### src/rtl/digit_serial_comparator_pkg.sv
// Shared types and helpers for the digit-serial magnitude comparator.
package comparator_pkg;

  typedef enum logic [0:0] {
    IDLE    = 1'b0,
    COMPARE = 1'b1
  } state_e;

  typedef enum logic [1:0] {
    LT = 2'd0,
    EQ = 2'd1,
    GT = 2'd2
  } result_e;

  // Width needed to hold a slice count in the range 0..ndig.
  function automatic int digits_width(input int ndig);
    return (ndig < 1) ? 1 : $clog2(ndig + 1);
  endfunction

endpackage

### src/rtl/digit_serial_comparator_if.sv
// Start/busy/done handshake, operands and result flags of the serial comparator.
interface digit_serial_comparator_if #(
  parameter int WIDTH = 16,
  parameter int DIGIT = 4
);
  localparam int DW = comparator_pkg::digits_width(WIDTH / DIGIT);

  logic             start;
  logic             signed_mode;
  logic [WIDTH-1:0] Data_in_A;
  logic [WIDTH-1:0] Data_in_B;
  logic             busy;
  logic             done;
  logic             less;
  logic             equal;
  logic             greater;
  logic [DW-1:0]    digits;

  modport master (
    output start, signed_mode, Data_in_A, Data_in_B,
    input  busy, done, less, equal, greater, digits
  );

  modport slave (
    input  start, signed_mode, Data_in_A, Data_in_B,
    output busy, done, less, equal, greater, digits
  );

endinterface

### src/rtl/digit_serial_comparator_compare.sv
// Combinational DIGIT-bit slice compare; invert_msb applies the two's-complement sign bias.
module digit_compare #(
  parameter int DIGIT = 4
) (
  input  logic [DIGIT-1:0] a,
  input  logic [DIGIT-1:0] b,
  input  logic             invert_msb,
  output logic             lt,
  output logic             gt
);

  logic [DIGIT-1:0] bias;
  logic [DIGIT-1:0] a_adj;
  logic [DIGIT-1:0] b_adj;

  // Flipping the sign bit on both operands maps signed order onto unsigned order.
  assign bias  = invert_msb ? (DIGIT'(1) << (DIGIT - 1)) : '0;
  assign a_adj = a ^ bias;
  assign b_adj = b ^ bias;
  assign lt    = a_adj < b_adj;
  assign gt    = a_adj > b_adj;

endmodule

### src/rtl/digit_serial_comparator.sv
// Multi-cycle magnitude comparator: one DIGIT-bit slice per clock, MSB slice first.
module digit_serial_comparator
  import comparator_pkg::*;
#(
  parameter int WIDTH      = 16,
  parameter int DIGIT      = 4,
  parameter bit EARLY_EXIT = 1'b1
) (
  input logic                      clk,
  input logic                      reset,
  digit_serial_comparator_if.slave bus
);

  localparam int NDIG = WIDTH / DIGIT;
  localparam int DW   = digits_width(NDIG);
  localparam int IW   = (NDIG > 1) ? $clog2(NDIG) : 1;

  localparam logic [0:0] S_IDLE    = 1'(IDLE);
  localparam logic [0:0] S_COMPARE = 1'(COMPARE);

  if (WIDTH < 1 || DIGIT < 1 || (WIDTH % DIGIT) != 0) begin : g_bad_params
    $error("digit_serial_comparator: WIDTH must be a non-zero multiple of DIGIT");
  end

  logic [0:0]       state_reg;
  logic [IW-1:0]    idx_reg;
  logic [WIDTH-1:0] a_reg;
  logic [WIDTH-1:0] b_reg;
  logic             signed_reg;
  logic             found_reg;
  result_e          first_reg;
  logic             busy_reg;
  logic             done_reg;
  logic             less_reg;
  logic             equal_reg;
  logic             greater_reg;
  logic [DW-1:0]    digits_reg;

  logic [DIGIT-1:0] slice_a [NDIG];
  logic [DIGIT-1:0] slice_b [NDIG];
  logic             slice_lt;
  logic             slice_gt;
  logic             invert_msb;
  logic             differ;
  logic             finish;
  result_e          slice_res;
  result_e          final_res;

  for (genvar gi = 0; gi < NDIG; gi++) begin : g_slice
    assign slice_a[gi] = a_reg[gi*DIGIT +: DIGIT];
    assign slice_b[gi] = b_reg[gi*DIGIT +: DIGIT];
  end

  // Only the top slice carries the sign bit.
  assign invert_msb = signed_reg && (idx_reg == IW'(NDIG - 1));

  digit_compare #(.DIGIT(DIGIT)) u_digit_compare (
    .a          (slice_a[idx_reg]),
    .b          (slice_b[idx_reg]),
    .invert_msb (invert_msb),
    .lt         (slice_lt),
    .gt         (slice_gt)
  );

  always_comb begin
    slice_res = EQ;
    if (slice_lt) begin
      slice_res = LT;
    end else if (slice_gt) begin
      slice_res = GT;
    end
    differ    = slice_lt || slice_gt;
    final_res = found_reg ? first_reg : slice_res;
    finish    = (EARLY_EXIT && differ) || (idx_reg == '0);
  end

  always_ff @(posedge clk or posedge reset) begin
    if (reset) begin
      state_reg   <= S_IDLE;
      idx_reg     <= '0;
      a_reg       <= '0;
      b_reg       <= '0;
      signed_reg  <= 1'b0;
      found_reg   <= 1'b0;
      first_reg   <= EQ;
      busy_reg    <= 1'b0;
      done_reg    <= 1'b0;
      less_reg    <= 1'b0;
      equal_reg   <= 1'b0;
      greater_reg <= 1'b0;
      digits_reg  <= '0;
    end else begin
      done_reg <= 1'b0;
      case (state_reg)
        S_IDLE: begin
          if (bus.start) begin
            a_reg      <= bus.Data_in_A;
            b_reg      <= bus.Data_in_B;
            signed_reg <= bus.signed_mode;
            idx_reg    <= IW'(NDIG - 1);
            found_reg  <= 1'b0;
            busy_reg   <= 1'b1;
            state_reg  <= S_COMPARE;
          end
        end
        default: begin
          if (finish) begin
            less_reg    <= (final_res == LT);
            equal_reg   <= (final_res == EQ);
            greater_reg <= (final_res == GT);
            // idx is 0 on a full scan, so this yields NDIG there as well.
            digits_reg  <= DW'(NDIG) - DW'(idx_reg);
            done_reg    <= 1'b1;
            busy_reg    <= 1'b0;
            state_reg   <= S_IDLE;
          end else begin
            if (differ && !found_reg) begin
              found_reg <= 1'b1;
              first_reg <= slice_res;
            end
            idx_reg <= idx_reg - IW'(1);
          end
        end
      endcase
    end
  end

  assign bus.busy    = busy_reg;
  assign bus.done    = done_reg;
  assign bus.less    = less_reg;
  assign bus.equal   = equal_reg;
  assign bus.greater = greater_reg;
  assign bus.digits  = digits_reg;

endmodule

### src/flat_wrapper.sv
// flat-port wrapper written by rule: the top's interface ports become plain ports
module digit_serial_comparator_flat import comparator_pkg::*;
#(
  parameter int WIDTH      = 16,
  parameter int DIGIT      = 4,
  parameter bit EARLY_EXIT = 1'b1
)
  (clk, reset, bus_start, bus_signed_mode, bus_Data_in_A, bus_Data_in_B, bus_busy, bus_done, bus_less, bus_equal, bus_greater, bus_digits);
  digit_serial_comparator_if #(.WIDTH(WIDTH), .DIGIT(DIGIT)) bus_i ();
  input logic clk;
  input logic reset;
  input wire logic [$bits(bus_i.start)-1:0] bus_start;
  input wire logic [$bits(bus_i.signed_mode)-1:0] bus_signed_mode;
  input wire logic [$bits(bus_i.Data_in_A)-1:0] bus_Data_in_A;
  input wire logic [$bits(bus_i.Data_in_B)-1:0] bus_Data_in_B;
  output wire logic [$bits(bus_i.busy)-1:0] bus_busy;
  output wire logic [$bits(bus_i.done)-1:0] bus_done;
  output wire logic [$bits(bus_i.less)-1:0] bus_less;
  output wire logic [$bits(bus_i.equal)-1:0] bus_equal;
  output wire logic [$bits(bus_i.greater)-1:0] bus_greater;
  output wire logic [$bits(bus_i.digits)-1:0] bus_digits;
  assign bus_i.start = bus_start;
  assign bus_i.signed_mode = bus_signed_mode;
  assign bus_i.Data_in_A = bus_Data_in_A;
  assign bus_i.Data_in_B = bus_Data_in_B;
  assign bus_busy = bus_i.busy;
  assign bus_done = bus_i.done;
  assign bus_less = bus_i.less;
  assign bus_equal = bus_i.equal;
  assign bus_greater = bus_i.greater;
  assign bus_digits = bus_i.digits;
  digit_serial_comparator #(.WIDTH(WIDTH), .DIGIT(DIGIT), .EARLY_EXIT(EARLY_EXIT)) u_core (.clk(clk), .reset(reset), .bus(bus_i));
endmodule
### config.mk
export PLATFORM = sky130hd
export DESIGN_NAME = digit_serial_comparator_flat
export DESIGN_NICKNAME = d
export VERILOG_FILES = /design/src/rtl/digit_serial_comparator_pkg.sv /design/src/rtl/digit_serial_comparator_if.sv /design/src/rtl/digit_serial_comparator_compare.sv /design/src/rtl/digit_serial_comparator.sv /design/src/flat_wrapper.sv
export SDC_FILE = /design/constraint.sdc
export NUM_CORES = 1
export LEC_CHECK = 0
export BUFFER_PORTS_ARGS = -buffer_cell sky130_fd_sc_hd__buf_2
export CAP_MARGIN = 20
export CORE_ASPECT_RATIO = 0.7
export CORE_UTILIZATION = 40
export CTS_CLUSTER_SIZE = 28
export DETAILED_ROUTE_END_ITERATION = 6
export GPL_TIMING_DRIVEN = 1
export PLACE_DENSITY = 0.7
export SKIP_CTS_REPAIR_TIMING = 1
export SLEW_MARGIN = 20
export SYNTH_ARGS = -nofsm -noshare
export SYNTH_HDL_FRONTEND = slang
export SYNTH_HIERARCHICAL = 1
export SYNTH_SLANG_ARGS = --single-unit
export TNS_END_PERCENT = 10
### constraint.sdc
create_clock -name clk -period 2.98 [get_ports clk]
set_input_delay 0.298 -clock clk [delete_from_list [all_inputs] [get_ports clk]]
set_output_delay 0.298 -clock clk [all_outputs]
set_load 0.01 [all_outputs]
* Word-level counts from Yosys, hierarchy flattened
Index checks and enable logic that the tools add are counted.
Widths: inputs -> output; s select.
** Storage, ports and cells
- Bits in registers :: 47
- Input port bits :: 36
- Output and inout port bits :: 8
- Logic and storage cells :: 68
** Operators by class
- Add/sub/neg operators :: 2
- Order comparisons :: 3
- Equal/unequal tests :: 6
- Muxes and demuxes :: 25
- Bitwise gates (word level) :: 5
- Reductions and logical operators :: 14
** Operators with widths (count)
- $mux 4 :: 5
- $bmux 4 s2 :: 2
- $mux 1 :: 12
- $mux 2 :: 6
- $reduce_and 2->1 :: 4
- $xor 4x4->4 :: 2
- $ne 2x2->1 const B :: 3
- $reduce_and 3->1 :: 2
- $eq 2x2->1 const B :: 2
- $gt 4x4->1 :: 1
- $logic_not 2->1 :: 2
- $lt 4x4->1 :: 1
- $ge 3x3->1 const B :: 1
- $not 2->3 :: 1
- $sub 3x2->3 const A :: 1
- $eq 2x1->1 const B :: 1
- $logic_and 1x1->1 :: 2
- $logic_or 1x1->1 :: 2
- $not 1->1 :: 2
- $reduce_bool 2->1 :: 1
- $sub 2x1->2 const B :: 1
- $logic_not 1->1 :: 1

* Depth between registers and ports, before layout
Gate-level depths: netlist of run 1.
- Depth in word-level cells :: 11
- Mapped depth :: 10
- Gate-level depth less buffers :: 10

* Cells and area by module
Netlist of run 1, hierarchy kept.
** By module, submodules not included
- digit_serial_comparator :: times used 1, cells each 137, area an instance 2188.3 um2, seq. area each 1177.4 um2
- digit_compare :: times used 1, cells each 16, area an instance 127.6 um2, seq. area each 0.0 um2

* Worst setup path after synthesis of run 1
No wires, ideal clock.
- Path type :: register to register
- Start :: register u_core.idx_reg[0]
- End :: register u_core.less_reg (netlist: u_core/bus.less)
- Library setup time :: 0.121 ns
- Data arrival time :: 2.815 ns
- Data required time :: 2.859 ns
- Path slack :: 0.044 ns
- Stages on the path, launching flop included :: 11
- Path buffers :: 1
- Period minus slack after synthesis :: 2.936 ns
- Path through :: dfrtp_1 > buf_4 > mux4_2 > xor2_1 > ha_1 > nand2_1 > o21bai_1 > a2bb2oi_1 > mux2_4 > o21a_1 > a22o_1
** Between the ends
- Word-level cells in the longest chain between the ends :: 10
- Elaborated cells on any way between the ends :: 22
- Classes of those cells :: 2 x order compare; 1 x eq/ne; 10 x mux; 3 x bitwise; 6 x reduce/logical
** Ends and longest elaborated chain
- start: declaration :: line digit_serial_comparator.sv:26 : logic [IW-1:0] idx_reg;
- start signal: assignment :: line digit_serial_comparator.sv:100 : idx_reg <= IW'(NDIG - 1);
- start signal: assignment :: line digit_serial_comparator.sv:121 : idx_reg <= idx_reg - IW'(1);
- $not 2->3 (not written as such) :: line digit_serial_comparator.sv:58, digit_serial_comparator.sv:59
- $bmux 4 s2, on equally long branches :: line digit_serial_comparator.sv:58, digit_serial_comparator.sv:59
- $mux 4, on equally long branches (2 in series) :: line digit_serial_comparator.sv:58, digit_serial_comparator.sv:59
- $xor 4x4->4, on equally long branches :: line digit_serial_comparator_compare.sv:18, digit_serial_comparator_compare.sv:19
- $gt 4x4->1 (*) :: line digit_serial_comparator_compare.sv:21 : assign gt = a_adj > b_adj;
- net u_core.slice_gt :: line digit_serial_comparator.sv:42 : logic slice_gt;
- $mux 2 :: line digit_serial_comparator.sv:69 : end else if (slice_gt) begin
- $mux 2 :: line digit_serial_comparator.sv:67 : if (slice_lt) begin
- $mux 2 :: line digit_serial_comparator.sv:73 : final_res = found_reg ? first_reg : slice_res;
- $logic_not 2->1 :: line digit_serial_comparator.sv:108 : less_reg <= (final_res == LT);
- end signal: assignment :: line digit_serial_comparator.sv:108
- end: declaration :: line digit_serial_comparator.sv:34 : logic less_reg;
The timed path passes the listed nets; every way through them passes the cells marked *. The select of a mux whose other input is x is not followed.
A chain may end at the register's enable or synchronous reset.

* Final worst setup path of run 1
- Start :: register u_core.idx_reg[0]
- End :: register u_core.idx_reg[1]
** Between the ends
- Word-level cells in the longest chain between the ends :: 10
- Elaborated cells on any way between the ends :: 22
- Classes of those cells :: 1 x add/sub; 2 x order compare; 2 x eq/ne; 9 x mux; 3 x bitwise; 5 x reduce/logical
** Ends and longest elaborated chain
- $not 2->3 (not written as such) :: line digit_serial_comparator.sv:58, digit_serial_comparator.sv:59
- $bmux 4 s2, on equally long branches :: line digit_serial_comparator.sv:58, digit_serial_comparator.sv:59
- $mux 4, on equally long branches (2 in series) :: line digit_serial_comparator.sv:58, digit_serial_comparator.sv:59
- $xor 4x4->4, on equally long branches :: line digit_serial_comparator_compare.sv:18, digit_serial_comparator_compare.sv:19
- $gt 4x4->1 (*) :: line digit_serial_comparator_compare.sv:21
- net u_core.slice_gt :: line digit_serial_comparator.sv:42
- $logic_or 1x1->1 (*) :: line digit_serial_comparator.sv:72 : differ = slice_lt || slice_gt;
- $logic_or 1x1->1 (*) :: line digit_serial_comparator.sv:74 : finish = (EARLY_EXIT && differ) || (idx_reg == '0);
- $ne 2x2->1 (no source line) (*)
- $reduce_and 2->1 (no source line) (*)
Marks and branches as above.

==> flow_summary.ini, run 1 <==
[synth]
synthCells = 153
syn_avg_cell_area_sq_um = 15.1
netlist_area_sq_mm = 0.00232
ys_ff_latch = 47
synthesis.nets = 195
synthArstFlopShare_pct = 100
ys_seq_area_share_pct = 50.8
synth_edf_count = 0
synthFlopType = dfrtp_1
ys_warn_count = 6
ys_types = 34

[timing]
post-route-min-period_ps = 2750
drv_slew = 0
finalCritPeriodShare_pct = 92.4
finalSetupViolations = 0
max-slew-margin-rel_pct = 46.5
fmax_mhz = 363
rsz0062_at_grt = no
fin_skew_ps = 7.40
holdWs_ps = 112
hold_viol = 0
final.setup.tns_ps = 0
worst_pin_slew_ps = 802

[floorplanning]
dieWidth_microns = 92.9
num_rows = 22
die_h_microns = 65.7
start_util_pct = 42.9
core_sq_mm = 0.00540
boundaryPins = 44
die_area_sq_mm = 0.00610

[worst_setup_path]
start_kind = flop
worstPathArrival_ps = 2920
criticalPathCategory = flop to flop
cp_max_fo = 5
cp.required_ps = 3150
rr_worst_depth = 10
endpoint_kind = flop

[global_routing]
grt_pass1_wl_microns = 6890
grt_start_max_net_pins = 48
overflow = 0
grt_usage_pct = 15.0
antenna_found_initial = 0
grt_pass1_vias = 1395

[route]
wl_met3_microns = 169
routed_wirelength_microns = 4010
routedWlPerCell_microns = 14.6
drt_iter0_drc = 37
topRoutingLayerUsed = met4
met1Wirelength_microns = 2070
wl_met2_microns = 1730
routed_via_density = 4.84
drtAntennaViolNets = 0
vias = 1325
drtPass1Iterations = 4
drcViolationCount = 0

[clock_tree]
cts_buffers = 5
cts_tree = done
cts_root_buf = clkbuf_8
clk_pin_slew_ps = 90
insertion_delay_ps = 300
cts_sinks = 47
ctsLongestPathBuffers = 2
cts_max_level = 2

[placed_design]
portBuffers = 43
numPlacedInstances = 266
hpwl_microns = 2990
gp_congestion = 0.757

[power_and_ir_drop]
p_total_mw = 3.54
leakage_nw = 1.33
powerDensity_mw_per_mm2 = 1300
ir_drop_uv = 510

[layout]
area_growth_pct = 17.5
diodes = 0
instances_no_fill = 274
layout-drive-gt1-share_pct = 50.0
fin_nets = 243
fill_cells = 497

[run]
maxCapViolations = 0

[status]
status = finished clean

[hold_path]
min_path_type = input port to async pin
-- per-stage QoR --
step | util, % | setup WS, ps | area [sq um]
after global placement | 48.2 | 288 | 2600
after CTS | 50.4 | 195 | 2720
after global routing | 50.4 | 19.7 | 2720
after floorplan | - | 44.1 | 2320
final | 50.4 | 227 | 2720
after detailed placement | 48.2 | 195 | 2600
-- layout make-up --
cell class / instances / area [sq um] / area share (%)
Sequential cell: 47 / 1180 / 43.3
Multi-Input combinational cell: 89 / 1020 / 37.7
Timing Repair Buffer: 50 / 280 / 10.3
Tap cell: 72 / 90.1 / 3.31
Clock buffer: 6 / 82.6 / 3.03
Clock inverter: 2 / 35.0 / 1.29
Inverter: 8 / 31.3 / 1.15
-- metal layers --
layer / track usage [%] / vias up
met5: 0 / -
met4: 4.04 / 0
met3: 3.82 / 6
met2: 22.2 / 31
met1: 21.8 / 649
li1: - / 639
-- report_power, final --
group / internal, mW / leakage (nW) / switching (mW)
sequential: 0.924 / 0.554 / 0.192
clock: 0.271 / 0.0612 / 0.209
combinational: 1.07 / 0.717 / 0.871
total: 2.27 / 1.33 / 1.27
-- worst max-delay path: stages (launching register included) --
cell	delay, ps
dfrtp_1	460
buf_4	190
mux4_2	510
ha_1	320
nor2b_4	130
o21bai_1	140
a2bb2oi_1	120
buf_4	170
nor3_2	280
mux2i_1	220
a21oi_1	80
-- placed cells by master (no fill, tap or decap), types with 2 or more instances in the layout --
cell type,instances
mux4_2,8
mux2_4,28
a21o_1,2
buf_4,6
inv_1,7
buf_2,43
and2_1,2
ha_1,6
nor2b_4,2
nand2_1,8
a21oi_1,5
xnor2_1,2
clkbuf_8,6
clkinv_2,2
dfrtp_1,46
nor3_1,3
o22ai_1,2
mux2_1,6
o21ai_1,2
-- Yosys cell counts, types with 2 or more instances --
master	number	share of area [%]
clkbuf_1	2	0.32
mux2_1	6	2.9
o21ai_1	2	0.43
inv_1	8	1.3
o22ai_1	2	0.54
a21o_1	2	0.65
mux4_2	8	7.8
xnor2_1	2	0.76
nor3_1	3	0.65
ha_1	6	3.2
and2_1	2	0.54
buf_8	2	1.3
dfrtp_1	46	50
mux2_4	28	18
nor2b_4	2	1.2
buf_6	3	1.5
nand2_1	8	1.3
a21oi_1	5	1.1
-- cell families (layout without fill, tap and decap cells) --
family	Yosys count	in the layout	synth area share (%)
flops	47	47	50.8
mux	43	43	29.3
compound gates	19	19	5.94
simple gates	18	18	4.65
buf+inv	17	66	4.92
fa+ha+maj	6	6	3.24
xor+xnor	3	3	1.13
-- final timing paths --
check	start	to	slack [ps]
setup / recovery	u_core/idx_reg[0]	u_core/idx_reg[1]	230
setup reg to reg	u_core/idx_reg[0]	u_core/idx_reg[1]	230
hold / removal	reset	u_core/bus.digits[0]	110
min in group clk	bus_Data_in_A[13]	u_core/a_reg[13]	210
hold reg to reg	u_core/first_reg[0]	u_core/first_reg[0]	380
max in group asynchronous	reset	u_core/b_reg[8]	2370
Power figures use the tool's default switching activity.
==> run 2, diff against run 1 <==
CORE_UTILIZATION = 45   (was 40)
PLACE_DENSITY = 0.77   (was 0.7)
==> flow_summary.ini, run 2 (same netlist as run 1, synthesis figures left out) <==
[route]
drt_iter0_drc = 60
drtAntennaViolNets = 0
routedWlPerCell_microns = 14.3
routed_wirelength_microns = 3900
drcViolationCount = 0
drtPass1Iterations = 4
routed_via_density = 4.91
vias = 1340

[global_routing]
grt_usage_pct = 16.5
antenna_found_initial = 0
grt_start_max_net_pins = 48
overflow = 0
grt_pass1_wl_microns = 6380
grt_pass1_vias = 1290

[worst_setup_path]
worstPathArrival_ps = 2920
crit_slowest_cell = mux4_2
cp_max_fo = 8
worst-path-buf-inv = 0
cp.required_ps = 3170
critPathTopFamily = multiplexers
criticalPathCategory = flop to flop
cpPeakStageDelay_ps = 530
endpoint_kind = flop
crit_chain = mux4_2, xor2_1, ha_1, nand2_1, o21bai_1, a2bb2oi_1, mux2_4, o21a_1, a22o_1
start_kind = flop

[floorplanning]
num_rows = 21
boundaryPins = 44
start_util_pct = 47.6
core_sq_mm = 0.00486
die_area_sq_mm = 0.00544
die_h_microns = 62.0
dieWidth_microns = 87.7

[layout]
area_growth_pct = 17.9
layout-drive-gt1-share_pct = 50.0
fill_cells = 397
diodes = 0
fin_nets = 245
final_common_cell = dfrtp_1
fin_util_pct = 56.2
mostFrequentLayoutCells = dfrtp_1 (45), buf_2 (43), mux2_4 (28), nand2_1 (8), mux4_2 (8)
design_area_sq_mm = 0.00273

[placed_design]
gp_congestion = 0.751
placed_area_sq_mm = 0.00260
portBuffers = 43
hpwl_microns = 2880

[timing]
rsz0062_at_grt = no
drv_slew = 0
fmax_mhz = 366
finalCritPeriodShare_pct = 91.6
max-slew-margin-rel_pct = 57.1
worst_pin_slew_ps = 643
hold_viol = 0
post-route-min-period_ps = 2730
fin_skew_ps = 4.52
final.setup.tns_ps = 0
holdWs_ps = 211
finalSetupViolations = 0

[clock_tree]
insertion_delay_ps = 300
cts_sinks = 47
cts_buffers = 5
clk_pin_slew_ps = 80
cts_tree = done
ctsLongestPathBuffers = 2
cts_root_buf = clkbuf_8
cts_max_level = 2

[status]
status = finished clean

[run]
maxCapViolations = 0

[power_and_ir_drop]
p_total_mw = 3.43
leakage_nw = 1.34
powerDensity_mw_per_mm2 = 1260
ir_drop_uv = 604

[hold_path]
min_path_type = input port to flop
run 2: cell count changes in the layout (fill, tap and decap cells not counted):
cell / before / now
dfrtp_1: 46 / 45
bufinv_16: 1 / 0
buf_12: 1 / 2
clkbuf_1: 0 / 1
inv_2: 0 / 1
dfrtp_2: 0 / 1
clkbuf_8: 6 / 7
dlygate4sd3_1: 0 / 1
clkinv_2: 2 / 0
run 2: worst reg2reg max path, delay by kind of cell (launching register included):
kind	cells	cell delay (ps)
mux	2	880
compound gates	4	740
flops	1	490
fa+ha+maj	1	290
xor+xnor	1	160
simple gates	1	70
run 2: metal layers:
metal	up-vias	wire, microns	global-route usage, %
met5	-	0	0
met4	0	81	8.43
met3	8	229	4.76
met2	39	1570	21.9
met1	648	2020	24.5
li1	645	-	-
run 2: power by group:
part | switching, mW | total, mW | internal (mW) | leakage (nW)
combinational | 0.830 | 1.90 | 1.07 | 0.731
clock | 0.202 | 0.413 | 0.212 | 0.0515
sequential | 0.193 | 1.12 | 0.925 | 0.554
run 2: worst paths after layout:
| check | from | end | slack [ps] | depth (start not counted) |
|---|---|---|---|---|
| max in group asynchronous | reset | u_core/first_reg[0] | 1980 | 4 |
| min in group asynchronous | reset | u_core/a_reg[2] | 460 | 3 |
| max reg2reg | u_core/idx_reg[0] | u_core/bus.less | 250 | 9 |
| min reg2reg | u_core/first_reg[1] | u_core/first_reg[1] | 380 | 0 |
| min | bus_Data_in_A[12] | u_core/a_reg[12] | 210 | 2 |
| max | u_core/idx_reg[0] | u_core/bus.less | 250 | 9 |
run 2: stage by stage:
stage	std cells	worst slack, ps
2_1_floorplan	153	44.1
3_3_place_gp	263	181
3_5_place_dp	263	120
4_1_cts	271	107
5_1_grt	273	63.3
6_report	273	250
run 2: cell type report:
cell class	count	area (sq um)	share of cell area (%)
timing repair buffer	52	310	11.4
inverter	8	30.0	1.10
clock buffer	8	100	3.67
sequential	47	1180	43.2
tap	69	86.3	3.16
multi-input combinational	89	1020	37.5
